===== src/rtl/instruction_sequencer_if.sv =====
// rtl/instruction_sequencer_if.sv - program-load, run-control and instruction-issue signals
// The master end loads and controls the program; the slave end is the sequencer.
interface instruction_sequencer_if #(
  parameter int DEPTH = 8
);
  localparam int AW = $clog2(DEPTH);

  logic          wr_en;
  logic [AW-1:0] wr_addr;
  logic [2:0]    wr_op;
  logic [2:0]    wr_sel_out;
  logic [2:0]    wr_sel_in;
  logic [AW:0]   prog_len;
  logic          start;
  logic          loop;
  logic          halt;
  logic [8:0]    instruct;
  logic          instr_valid;
  logic [AW-1:0] pc;
  logic          busy;
  logic          done;

  modport master (
    output wr_en, wr_addr, wr_op, wr_sel_out, wr_sel_in, prog_len, start, loop, halt,
    input  instruct, instr_valid, pc, busy, done
  );

  modport slave (
    input  wr_en, wr_addr, wr_op, wr_sel_out, wr_sel_in, prog_len, start, loop, halt,
    output instruct, instr_valid, pc, busy, done
  );
endinterface


===== src/rtl/instruction_sequencer.sv =====
// rtl/instruction_sequencer.sv - program store that issues 9-bit instruction words in order
// Each entry is held on instruct for HOLD cycles; optional wrap back to entry 0.
module instruction_sequencer #(
  parameter int DEPTH = 8,
  parameter int HOLD  = 7
) (
  input logic                    clk,
  input logic                    reset,
  instruction_sequencer_if.slave bus
);
  localparam int AW = $clog2(DEPTH);
  localparam int CW = (HOLD > 1) ? $clog2(HOLD) : 1;

  typedef enum logic [1:0] {IDLE, RUN, DONE} state_t;

  state_t        state_q;
  logic [8:0]    mem_q [DEPTH];
  logic [8:0]    instruct_q;
  logic          valid_q;
  logic          busy_q;
  logic          done_q;
  logic [AW-1:0] pc_q;
  logic [CW-1:0] cnt_q;
  logic [AW:0]   len_q;

  logic [8:0]    wr_word_d;
  logic [8:0]    first_word_d;
  logic          wr_ok_d;
  logic          len_ok_d;
  logic          start_ok_d;
  logic          last_hold_d;
  logic          last_entry_d;
  logic [AW-1:0] pc_next_d;

  always_comb begin
    wr_word_d    = {bus.wr_op, bus.wr_sel_out, bus.wr_sel_in};
    wr_ok_d      = bus.wr_en && (state_q != RUN);
    len_ok_d     = (bus.prog_len != '0) && (bus.prog_len <= (AW+1)'(DEPTH));
    start_ok_d   = bus.start && !bus.halt && len_ok_d && (state_q != RUN);
    // A same-cycle write to entry 0 must be visible on the first issued word.
    first_word_d = (wr_ok_d && (bus.wr_addr == '0)) ? wr_word_d : mem_q[0];
    last_hold_d  = (cnt_q == CW'(HOLD - 1));
    last_entry_d = ({1'b0, pc_q} == (len_q - (AW+1)'(1)));
    pc_next_d    = pc_q + AW'(1);
  end

  always_ff @(posedge clk) begin
    if (reset) begin
      state_q    <= IDLE;
      instruct_q <= '0;
      valid_q    <= 1'b0;
      busy_q     <= 1'b0;
      done_q     <= 1'b0;
      pc_q       <= '0;
      cnt_q      <= '0;
      len_q      <= '0;
      for (int i = 0; i < DEPTH; i++) mem_q[i] <= '0;
    end else begin
      if (wr_ok_d) mem_q[bus.wr_addr] <= wr_word_d;
      case (state_q)
        IDLE, DONE: begin
          if (start_ok_d) begin
            state_q    <= RUN;
            instruct_q <= first_word_d;
            valid_q    <= 1'b1;
            busy_q     <= 1'b1;
            done_q     <= 1'b0;
            pc_q       <= '0;
            cnt_q      <= '0;
            len_q      <= bus.prog_len;
          end else if (bus.halt) begin
            state_q <= IDLE;
            done_q  <= 1'b0;
          end
        end
        RUN: begin
          if (bus.halt) begin
            state_q    <= IDLE;
            instruct_q <= '0;
            valid_q    <= 1'b0;
            busy_q     <= 1'b0;
            done_q     <= 1'b0;
            pc_q       <= '0;
            cnt_q      <= '0;
          end else if (!last_hold_d) begin
            cnt_q <= cnt_q + CW'(1);
          end else if (!last_entry_d) begin
            pc_q       <= pc_next_d;
            instruct_q <= mem_q[pc_next_d];
            cnt_q      <= '0;
          end else if (bus.loop) begin
            pc_q       <= '0;
            instruct_q <= mem_q[0];
            cnt_q      <= '0;
          end else begin
            state_q    <= DONE;
            instruct_q <= '0;
            valid_q    <= 1'b0;
            busy_q     <= 1'b0;
            done_q     <= 1'b1;
            pc_q       <= '0;
            cnt_q      <= '0;
          end
        end
        default: state_q <= IDLE;
      endcase
    end
  end

  assign bus.instruct    = instruct_q;
  assign bus.instr_valid = valid_q;
  assign bus.pc          = pc_q;
  assign bus.busy        = busy_q;
  assign bus.done        = done_q;
endmodule


===== src/flat_wrapper.sv =====
// flat-port wrapper written by rule: the top's interface ports become plain ports
module instruction_sequencer_flat 
#(
  parameter int DEPTH = 8,
  parameter int HOLD  = 7
)
  (clk, reset, bus_wr_en, bus_wr_addr, bus_wr_op, bus_wr_sel_out, bus_wr_sel_in, bus_prog_len, bus_start, bus_loop, bus_halt, bus_instruct, bus_instr_valid, bus_pc, bus_busy, bus_done);
  instruction_sequencer_if #(.DEPTH(DEPTH)) bus_i ();
  input logic clk;
  input logic reset;
  input wire logic [$bits(bus_i.wr_en)-1:0] bus_wr_en;
  input wire logic [$bits(bus_i.wr_addr)-1:0] bus_wr_addr;
  input wire logic [$bits(bus_i.wr_op)-1:0] bus_wr_op;
  input wire logic [$bits(bus_i.wr_sel_out)-1:0] bus_wr_sel_out;
  input wire logic [$bits(bus_i.wr_sel_in)-1:0] bus_wr_sel_in;
  input wire logic [$bits(bus_i.prog_len)-1:0] bus_prog_len;
  input wire logic [$bits(bus_i.start)-1:0] bus_start;
  input wire logic [$bits(bus_i.loop)-1:0] bus_loop;
  input wire logic [$bits(bus_i.halt)-1:0] bus_halt;
  output wire logic [$bits(bus_i.instruct)-1:0] bus_instruct;
  output wire logic [$bits(bus_i.instr_valid)-1:0] bus_instr_valid;
  output wire logic [$bits(bus_i.pc)-1:0] bus_pc;
  output wire logic [$bits(bus_i.busy)-1:0] bus_busy;
  output wire logic [$bits(bus_i.done)-1:0] bus_done;
  assign bus_i.wr_en = bus_wr_en;
  assign bus_i.wr_addr = bus_wr_addr;
  assign bus_i.wr_op = bus_wr_op;
  assign bus_i.wr_sel_out = bus_wr_sel_out;
  assign bus_i.wr_sel_in = bus_wr_sel_in;
  assign bus_i.prog_len = bus_prog_len;
  assign bus_i.start = bus_start;
  assign bus_i.loop = bus_loop;
  assign bus_i.halt = bus_halt;
  assign bus_instruct = bus_i.instruct;
  assign bus_instr_valid = bus_i.instr_valid;
  assign bus_pc = bus_i.pc;
  assign bus_busy = bus_i.busy;
  assign bus_done = bus_i.done;
  instruction_sequencer #(.DEPTH(DEPTH), .HOLD(HOLD)) u_core (.clk(clk), .reset(reset), .bus(bus_i));
endmodule

===== config.mk =====
export PLATFORM = sky130hd
export DESIGN_NAME = instruction_sequencer_flat
export DESIGN_NICKNAME = d
export VERILOG_FILES = /design/src/rtl/instruction_sequencer_if.sv /design/src/rtl/instruction_sequencer.sv /design/src/flat_wrapper.sv
export SDC_FILE = /design/constraint.sdc
export NUM_CORES = 1
export LEC_CHECK = 0
export CAP_MARGIN = 20
export CORE_MARGIN = 5
export CORE_UTILIZATION = 40
export CTS_CLUSTER_SIZE = 12
export DETAILED_ROUTE_END_ITERATION = 10
export GPL_TIMING_DRIVEN = 0
export PLACE_DENSITY = 0.61
export SYNTH_ARGS = -nofsm -noshare
export SYNTH_HDL_FRONTEND = slang
export SYNTH_SLANG_ARGS = --single-unit
export TNS_END_PERCENT = 30

===== constraint.sdc =====
create_clock -name clk -period 1.92 [get_ports clk]
set_input_delay 0.192 -clock clk [delete_from_list [all_inputs] [get_ports clk]]
set_output_delay 0.192 -clock clk [all_outputs]
set_load 0.05 [all_outputs]

==> impl_metrics.json, run 1 <==
{
  "status": "finished with violations",
  "failed_checks": "setup timing",
  "first_pass_iters": 4,
  "io-pin-count": 37,
  "fill_cells": 985,
  "synthesis.area_mm2": 0.00475,
  "tritoncts": "built",
  "final.min_clock_period_ns": 1.98,
  "clk_latency_ns": 0.35,
  "p_leak_nw": 2.11,
  "hold_start": "reset",
  "root_buffer": "clkbuf_16",
  "final_common_cell": "and2_1",
  "n_antenna_cell": 0,
  "utilization_pct": 51.1,
  "critPathArrivalTime_ns": 2.22,
  "htreeDepth": 3,
  "placed_area_mm2": 0.00537,
  "cap_viol_max_count": 0,
  "clk_path_buf_depth": 2,
  "ys_types": 52,
  "r2r_end": "u_core.bus.instruct[8]",
  "synth_seq_area_share_pct": 55.2,
  "multi_input_area_mm2": 0.00213,
  "via_count": 3110,
  "postRouteAntennaNets": 0,
  "drt_wl_total_mm": 11.8,
  "rsz0062_at_grt": "yes",
  "worstMarginPinSlew_ns": 0.734,
  "final_max_slew_viol_count": 0,
  "seq_area_mm2": 0.00264,
  "cp-start-kind": "flop",
  "synthToLayoutAreaGrowth_pct": 23.8,
  "grt.total_usage_pct": 16.8,
  "crit_fanout": 6,
  "synth_top_cell_by_area": "edfxtp_1",
  "avgSynthCellArea_um2": 13.7,
  "ys_async_sr_fraction_pct": 0,
  "cp_num_cells": 7,
  "hold_slack_ns": 0.427,
  "gp_congestion": 0.769,
  "hold_viol_final": 0,
  "clkTransAtPathRegs_ns": 0.07,
  "ys.flop_type": "edfxtp_1",
  "die_x_um": 119,
  "nets": 435,
  "path_cells": "ha_4, buf_12, clkbuf_16, mux4_1, mux2_2, mux2i_2, o21ai_1",
  "pre_cts_slack_ns": -0.912,
  "ir_drop_mv": 0.503,
  "drc": 0,
  "layout_common_cells": "and2_1, edfxtp_1, clkdlybuf4s50_1, mux2_2, dfxtp_1",
  "yosysWarningCount": 0,
  "drive_above_1_share_pct": 25.7,
  "drt_iter0_markers": 195,
  "skew_ns": 0.00533,
  "slowest_stage": "dfxtp_4",
  "grt_pass1_wl_mm": 17.8,
  "hold_class": "primary input to flop",
  "syn-instance-count": 348,
  "fmax_mhz": 505,
  "grt_pass1_vias": 3153,
  "r2r-start": "u_core.bus.pc[1]",
  "ctsHoldBuffers": 0,
  "routedWlPerCell_um": 21.1,
  "numCtsBuffers": 9,
  "grt_max_degree": 15,
  "grt-ovfl-total": 0,
  "timing.final.ws_setup_ns": -0.0620,
  "cp_top_family": "multiplexers",
  "portBuffers": 36,
  "antenna_found_initial": 0,
  "crit_path_start": "u_core.bus.pc[1]",
  "rrSetupSlack_ns": -0.06,
  "crit_type": "flop to flop",
  "critPathBufInv": 2,
  "synth_top_cells_by_area": "edfxtp_1, dfxtp_1, and2_1",
  "synth-edff-count": 72,
  "synth_seq_cells": 95,
  "crit_end": "u_core.bus.instruct[8]",
  "synth_top_area_share_pct": 45.5,
  "rows": 39,
  "dpl.hpwl_mm": 7.88,
  "vias_per_cell": 5.56,
  "reg2regPathDepth": 7,
  "endpoint_kind": "flop",
  "crit_path_max_incr_delay_ns": 0.37,
  "die_area_mm2": 0.0142,
  "final_area_mm2": 0.00588,
  "syn-num-nets": 372,
  "crit_required_ns": 2.16,
  "finalCritPeriodShare_pct": 103,
  "initial_utilization_pct": 41.3,
  "power_density_mw_per_mm2": 772,
  "core_mm2": 0.0115,
  "setup_viol": 5,
  "die_h_um": 119,
  "cts.sinks": 95,
  "relSlewSlack_pct": 51.0
}
[worst min path at each step]
stage	cells after the start	slack, ns	to
3_3_place_gp	2	0.47	u_core.bus.done
6_report	2	0.43	u_core.cnt_q[1]
2_1_floorplan	1	0.25	u_core.bus.pc[0]
3_5_place_dp	2	0.50	u_core.bus.pc[1]
4_1_cts	2	0.39	u_core.cnt_q[1]
5_1_grt	2	0.43	u_core.cnt_q[1]
[layout make-up]
cell class	count	area share, %
buffer	12	2.25
clock buffer	15	4.57
clock inverter	1	0.0851
inverter	4	0.255
multi-input combinational	237	36.2
sequential	95	44.8
tap	143	3.04
timing repair buffer	52	8.78
[registers in the layout, summed over array words and instances, names as in the netlist]
signal	flops
u_core.bus.instruct	9
u_core.bus.done	1
u_core.state_q	2
u_core.mem_q	72
u_core.bus.pc	3
u_core.len_q	4
u_core.cnt_q	3
u_core.bus.instr_valid	1
[power breakdown]
group / internal [mW] / switching, mW / leakage [nW]
Clock: 0.959 / 0.749 / 0.133
Sequential: 2.28 / 0.0370 / 0.943
Combinational: 0.217 / 0.295 / 1.03
[worst register-to-register path: cells and delay by family, from the launching register on]
| kind | cells | cell delay (ns) |
|---|---|---|
| DFF | 1 | 0.37 |
| AOI/OAI and AO/OA | 1 | 0.08 |
| adders and majority gates | 1 | 0.31 |
| muxes | 3 | 0.83 |
| buffers and inverters | 2 | 0.29 |
[routing by layer]
layer	part of all wire, %	up-vias	wire length (µm)	global-route usage [%]
met5	0	-	0	0
met4	1.7	0	206	7.46
met3	4.4	13	520	3.08
met2	52	73	6120	30.0
met1	42	1552	4960	19.5
li1	-	1472	-	-
[synth_stat cells, types with 2 or more instances]
master and n:
and2_1 73, edfxtp_1 72, dfxtp_1 23, mux2_2 18, nor2_1 14, a21oi_1 13, mux4_1 12, mux2i_1 11
o21ai_0 11, o21ai_1 9, a32oi_1 8, nor3_1 8, mux4_2 6, nand2_1 6, buf_2 4, clkbuf_1 4
inv_1 4, nand4b_1 4, nand2b_1 3, xor2_1 3, a21o_4 2, buf_8 2, ha_1 2, nand3_1 2
nand3b_1 2, nand4_1 2, nor3b_1 2, o211ai_1 2, o21a_1 2, o31ai_1 2
[logic make-up after synthesis]
kind of cell             synth area share, %
XOR/XNOR                               0.895
AND/OR/NAND/NOR                         15.8
AO/OA/AOI/OAI                           9.48
buffers and inverters                   2.08
multiplexers                            16.1
adder cells (fa/ha/maj)                0.526
flip-flops                              55.2
[stage by stage]
stage | std cells | setup TNS (ns) | total power [mW]
3_3_place_gp | 527 | -108.11 | 2.81
2_1_floorplan | 348 | -3.18 | 2.63
3_5_place_dp | 533 | -73.82 | 2.83
4_1_cts | 553 | -0.846 | 4.54
6_report | 559 | -0.183 | 4.54
5_1_grt | 559 | -0.657 | 4.67
[timing repair]
item / 4_1_cts / 5_1_grt
endpoints found under the hold margin: 0 / 0
resized for setup: 24 / 27
gates cloned: 0 / 2
pin swaps: 1 / 7
setup endpoints to repair: 131 / 86
buffers inserted: 4 / 4
Power figures use the tool's default switching activity.
==> run 2, diff against run 1 <==
- CORE_UTILIZATION: 40 -> 45
- PLACE_DENSITY: 0.61 -> 0.68
==> run 2 against run 1 <==
Compared with the run above:
- the flow still finishes with violations (setup timing)
- sequential power hardly changed
- clock power is 28% lower
- critical path type unchanged
- maximum frequency increased by 1.5%
==> impl_metrics.json, run 2 (synthesized netlist as in run 1, its figures left out) <==
{
  "crit_fanout": 5,
  "clk_path_buf_depth": 2,
  "gp_congestion": 0.796,
  "fmax_mhz": 512,
  "ctsHoldBuffers": 0,
  "cp_top_family": "multiplexers",
  "crit_type": "flop to flop",
  "drc": 0,
  "grt.total_usage_pct": 17.8,
  "layout_common_cells": "and2_1, edfxtp_1, clkdlybuf4s50_1, dfxtp_1",
  "largest_reg_flops": 72,
  "grt_pass1_vias": 3134,
  "die_area_mm2": 0.0127,
  "setup_viol": 4,
  "rows": 37,
  "crit_path_max_incr_delay_ns": 0.55,
  "final_max_slew_viol_count": 0,
  "initial_utilization_pct": 46.0,
  "ir_drop_mv": 0.414,
  "antenna_found_initial": 0,
  "via_count": 3130,
  "grt-ovfl-total": 0,
  "portBuffers": 36,
  "final.min_clock_period_ns": 1.95,
  "clk_latency_ns": 0.37,
  "tritoncts": "built",
  "rsz0062_at_grt": "yes",
  "first_pass_iters": 5,
  "drt_iter0_markers": 172,
  "utilization_pct": 56.4,
  "status": "finished with violations",
  "die_x_um": 113,
  "worstMarginPinSlew_ns": 0.678,
  "htreeDepth": 3,
  "vias_per_cell": 5.68,
  "io-pin-count": 37,
  "cp-start-kind": "flop",
  "final_common_cell": "and2_1",
  "relSlewSlack_pct": 54.8,
  "die_h_um": 113,
  "slowest_stage": "mux4_1",
  "p_leak_nw": 2.11,
  "skew_ns": 0.0138,
  "regMostFlops": "u_core.mem_q",
  "dpl.hpwl_mm": 7.33,
  "clkTransAtPathRegs_ns": 0.10,
  "synthToLayoutAreaGrowth_pct": 22.5,
  "hold_viol_final": 0,
  "n_antenna_cell": 0,
  "fin_setup_tns_ns": -0.0697,
  "timing.final.ws_setup_ns": -0.0336,
  "hold_slack_ns": 0.274,
  "drive_above_1_share_pct": 27.5,
  "cts.sinks": 95,
  "endpoint_kind": "flop",
  "root_buffer": "clkbuf_8",
  "path_cells": "ha_4, buf_12, mux4_1, mux2_2, mux2i_1, o21ai_1",
  "critPathArrivalTime_ns": 2.21,
  "failed_checks": "setup timing",
  "core_mm2": 0.0103,
  "crit_required_ns": 2.18,
  "nets": 434,
  "numCtsBuffers": 9,
  "hold_class": "primary input to flop",
  "drt_wl_total_mm": 11.4,
  "stdcell_count": 551,
  "finalCritPeriodShare_pct": 102,
  "postRouteAntennaNets": 0,
  "power_density_mw_per_mm2": 698,
  "placed_cells": 522,
  "cap_viol_max_count": 0,
  "critPathBufInv": 1,
  "grt_pass1_wl_mm": 17.4,
  "grt_max_degree": 17,
  "pre_cts_slack_ns": -1.18,
  "routedWlPerCell_um": 20.6
}
==> run 2: cell count changes in the layout (fill, tap and decap cells not counted), moves of 3 or more <==
cell,change
clkbuf_16,-10
clkbuf_8,+9
clkbuf_1,-5
inv_6,+3
o21ai_4,+3
==> run 2: layout make-up <==
class | count | area [µm²]
Inverter | 4 | 15.0
Timing Repair Buffer | 51 | 505
Sequential cell | 95 | 2640
Buffer | 12 | 129
Clock buffer | 10 | 128
Multi-Input combinational cell | 237 | 2190
Clock inverter | 6 | 43.8
Tap cell | 136 | 170
Fill cell | 819 | 4500
==> run 2: through the flow <==
step                      area, µm²  total power [mW]
after detailed placement       5330              2.82
after floorplan                4780              2.63
after CTS                      5670              4.04
after global placement         5320              2.81
after global routing           5820              4.18
final                          5820              4.06
==> run 2: per-layer routing <==
metal | up-vias | track usage [%] | share of wire [%]
li1 | 1466 | - | -
met1 | 1529 | 23.2 | 43
met2 | 118 | 29.9 | 49
met3 | 17 | 3.42 | 6.1
met4 | 0 | 5.61 | 2.0
met5 | - | 0 | 0
==> run 2: path summary, 6_finish.rpt <==
kind,depth (start not counted),endpoint,from,slack [ns]
max,6,u_core.bus.instruct[1],u_core.bus.pc[0],-0.03
min reg2reg,2,u_core.bus.done,u_core.bus.done,0.50
max reg2reg,6,u_core.bus.instruct[1],u_core.bus.pc[0],-0.03
min,2,u_core.cnt_q[1],reset,0.27
==> run 2: what timing repair did <==
item / 4_1_cts / 5_1_grt
resized for setup: 36 / 24
endpoints found under the setup margin: 143 / 53
gates cloned: 0 / 1
setup buffers: 3 / 9
pin swaps: 4 / 7
==> run 2: where the power goes <==
| part | total [mW] | switching (mW) | internal, mW | leakage (nW) |
|---|---|---|---|---|
| Combinational | 0.511 | 0.294 | 0.217 | 1.08 |
| Sequential | 2.32 | 0.0382 | 2.28 | 0.943 |
| Clock | 1.23 | 0.751 | 0.482 | 0.0875 |
==> run 3, diff against run 2 <==
- CORE_ASPECT_RATIO: not set -> 1.2
==> run 3 against run 2 <==
Compared with the run above:
- the flow still finishes with violations (setup timing)
- clock power rose by 33%
- critical path depth rose by 2
- worst setup slack got worse by 0.0083 ns
- clock-buffer cell count did not move
- total power rose by 10%
- non-clock buffer count rose by 7
- cell count did not move
- clock skew fell by 0.0066 ns
- sequential share of layout area fell by 1.2 points
==> impl_metrics.json, run 3 (synthesized netlist as in run 1, its figures left out) <==
{
  "status": "finished with violations",
  "drt_iter0_markers": 236,
  "finalCritPeriodShare_pct": 102,
  "multi_input_area_mm2": 0.00217,
  "die_x_um": 104,
  "first_pass_iters": 5,
  "final.min_clock_period_ns": 1.96,
  "endpoint_kind": "flop",
  "fin_setup_tns_ns": -0.144,
  "setup_viol": 8,
  "layout_common_cells": "and2_1, edfxtp_1, clkdlybuf4s50_1, buf_4, dfxtp_1",
  "die_area_mm2": 0.0127,
  "hold_end": "u_core.cnt_q[1]",
  "worstMarginPinSlew_ns": 0.725,
  "cts.sinks": 95,
  "placed_cells": 516,
  "nets": 441,
  "routedWlPerCell_um": 21.2,
  "grt.met1_usage_pct": 21.7,
  "clkTransAtPathRegs_ns": 0.07,
  "hold_start": "reset",
  "busiest_layer": "met2",
  "crit_fanout": 6,
  "via_count": 3176,
  "htreeDepth": 3,
  "grt_use_met3_pct": 3.79,
  "crit_type": "flop to flop",
  "pre_cts_slack_ns": -1.21,
  "dpl.hpwl_mm": 7.66,
  "power_density_mw_per_mm2": 750,
  "postRouteAntennaNets": 0,
  "r2r_end": "u_core.bus.instruct[4]",
  "relSlewSlack_pct": 51.6,
  "power.total_mw": 4.49,
  "grt_max_degree": 16,
  "clk_path_buf_depth": 2,
  "crit_required_ns": 2.15,
  "fmax_mhz": 510,
  "grt-ovfl-total": 0,
  "initial_utilization_pct": 45.6,
  "cap_viol_max_count": 0,
  "rows": 41,
  "tritoncts": "built",
  "final_common_cell": "and2_1",
  "antenna_found_initial": 0,
  "portBuffers": 36,
  "vias_per_cell": 5.76,
  "grt_pass1_wl_mm": 17.6,
  "largest_reg_flops": 72,
  "hold_viol_final": 0,
  "grt.total_usage_pct": 18.2,
  "fill_cells": 840,
  "drive_above_1_share_pct": 28.2,
  "io-pin-count": 37,
  "clk_latency_ns": 0.34,
  "drc": 0,
  "critPathArrivalTime_ns": 2.19,
  "n_antenna_cell": 0,
  "timing.final.ws_setup_ns": -0.0419,
  "stdcell_count": 551,
  "seq_area_mm2": 0.00264,
  "regMostFlops": "u_core.mem_q",
  "numCtsBuffers": 9,
  "synthToLayoutAreaGrowth_pct": 26.0,
  "die_h_um": 123,
  "rsz0062_at_grt": "yes",
  "ctsHoldBuffers": 0,
  "ir_drop_mv": 0.425,
  "hold_depth": 2,
  "cp-start-kind": "flop",
  "hold_slack_ns": 0.314,
  "rrSetupSlack_ns": -0.04,
  "hold_class": "primary input to flop",
  "core_mm2": 0.0104,
  "failed_checks": "setup timing",
  "crit_path_start": "u_core.bus.pc[1]",
  "reg2regPathDepth": 8,
  "root_buffer": "clkbuf_16",
  "skew_ns": 0.00719,
  "grtUsageMet2_pct": 32.5,
  "gp_congestion": 0.755,
  "r2r-start": "u_core.bus.pc[1]",
  "drt_wl_total_mm": 11.7,
  "p_leak_nw": 2.18,
  "final_max_slew_viol_count": 0,
  "grt_pass1_vias": 3227
}
## run 3: cell count changes in the layout (fill, tap and decap cells not counted), sizes merged
cell           previous run  this run
clkdlybuf4s50            34        35
buf                      21        28
inv                       7         4
dlymetal6s2s              2         1
clkinv                    2         5
## run 3: repair_timing
action,CTS,global route
setup endpoints to repair,153,131
gates cloned,0,2
pin swaps,5,15
setup buffers,4,13
gates resized for setup,32,33
## run 3: critical path: stages (launching register included)
cell,delay (ns)
dfxtp_4,0.36
ha_4,0.30
buf_12,0.13
buf_4,0.11
buf_6,0.11
mux4_1,0.33
mux2_2,0.29
mux2i_1,0.13
o21ai_1,0.07
## run 3: cell type report
type	count	share of cell area, %
Clock inverter	6	0.627
Tap cell	129	2.70
Sequential cell	95	44.1
Multi-Input combinational cell	237	36.3
Timing Repair Buffer	58	9.93
Clock buffer	10	3.82
Buffer	12	2.30
Inverter	4	0.251
## run 3: how the worst max path moves through the flow
stage                             endpoint  cells past startpoint
floorplan               u_core.mem_q[2][0]                      4
global placement        u_core.mem_q[2][7]                      5
detailed placement      u_core.mem_q[1][4]                      5
CTS                 u_core.bus.instruct[2]                      6
global route        u_core.bus.instruct[3]                      6
finish              u_core.bus.instruct[4]                      8
## run 3: power by group
part	total, mW	switching (mW)	internal [mW]
sequential	2.32	0.0373	2.28
combinational	0.535	0.301	0.234
clock	1.63	0.762	0.872
total	4.49	1.10	3.39
## run 3: per-stage QoR
stage               cell area, µm²  util [%]
floorplan                     4780         -
global placement              5310      51.0
detailed placement            5330      51.2
CTS                           5730      55.0
global route                  5990      57.5
finish                        5990      57.5
## run 3: per-layer routing
layer  share of wire [%]  wire [µm]
met1                  41       4790
met5                   0          0
met4                 1.8        207
met2                  52       6100
met3                 5.2        604
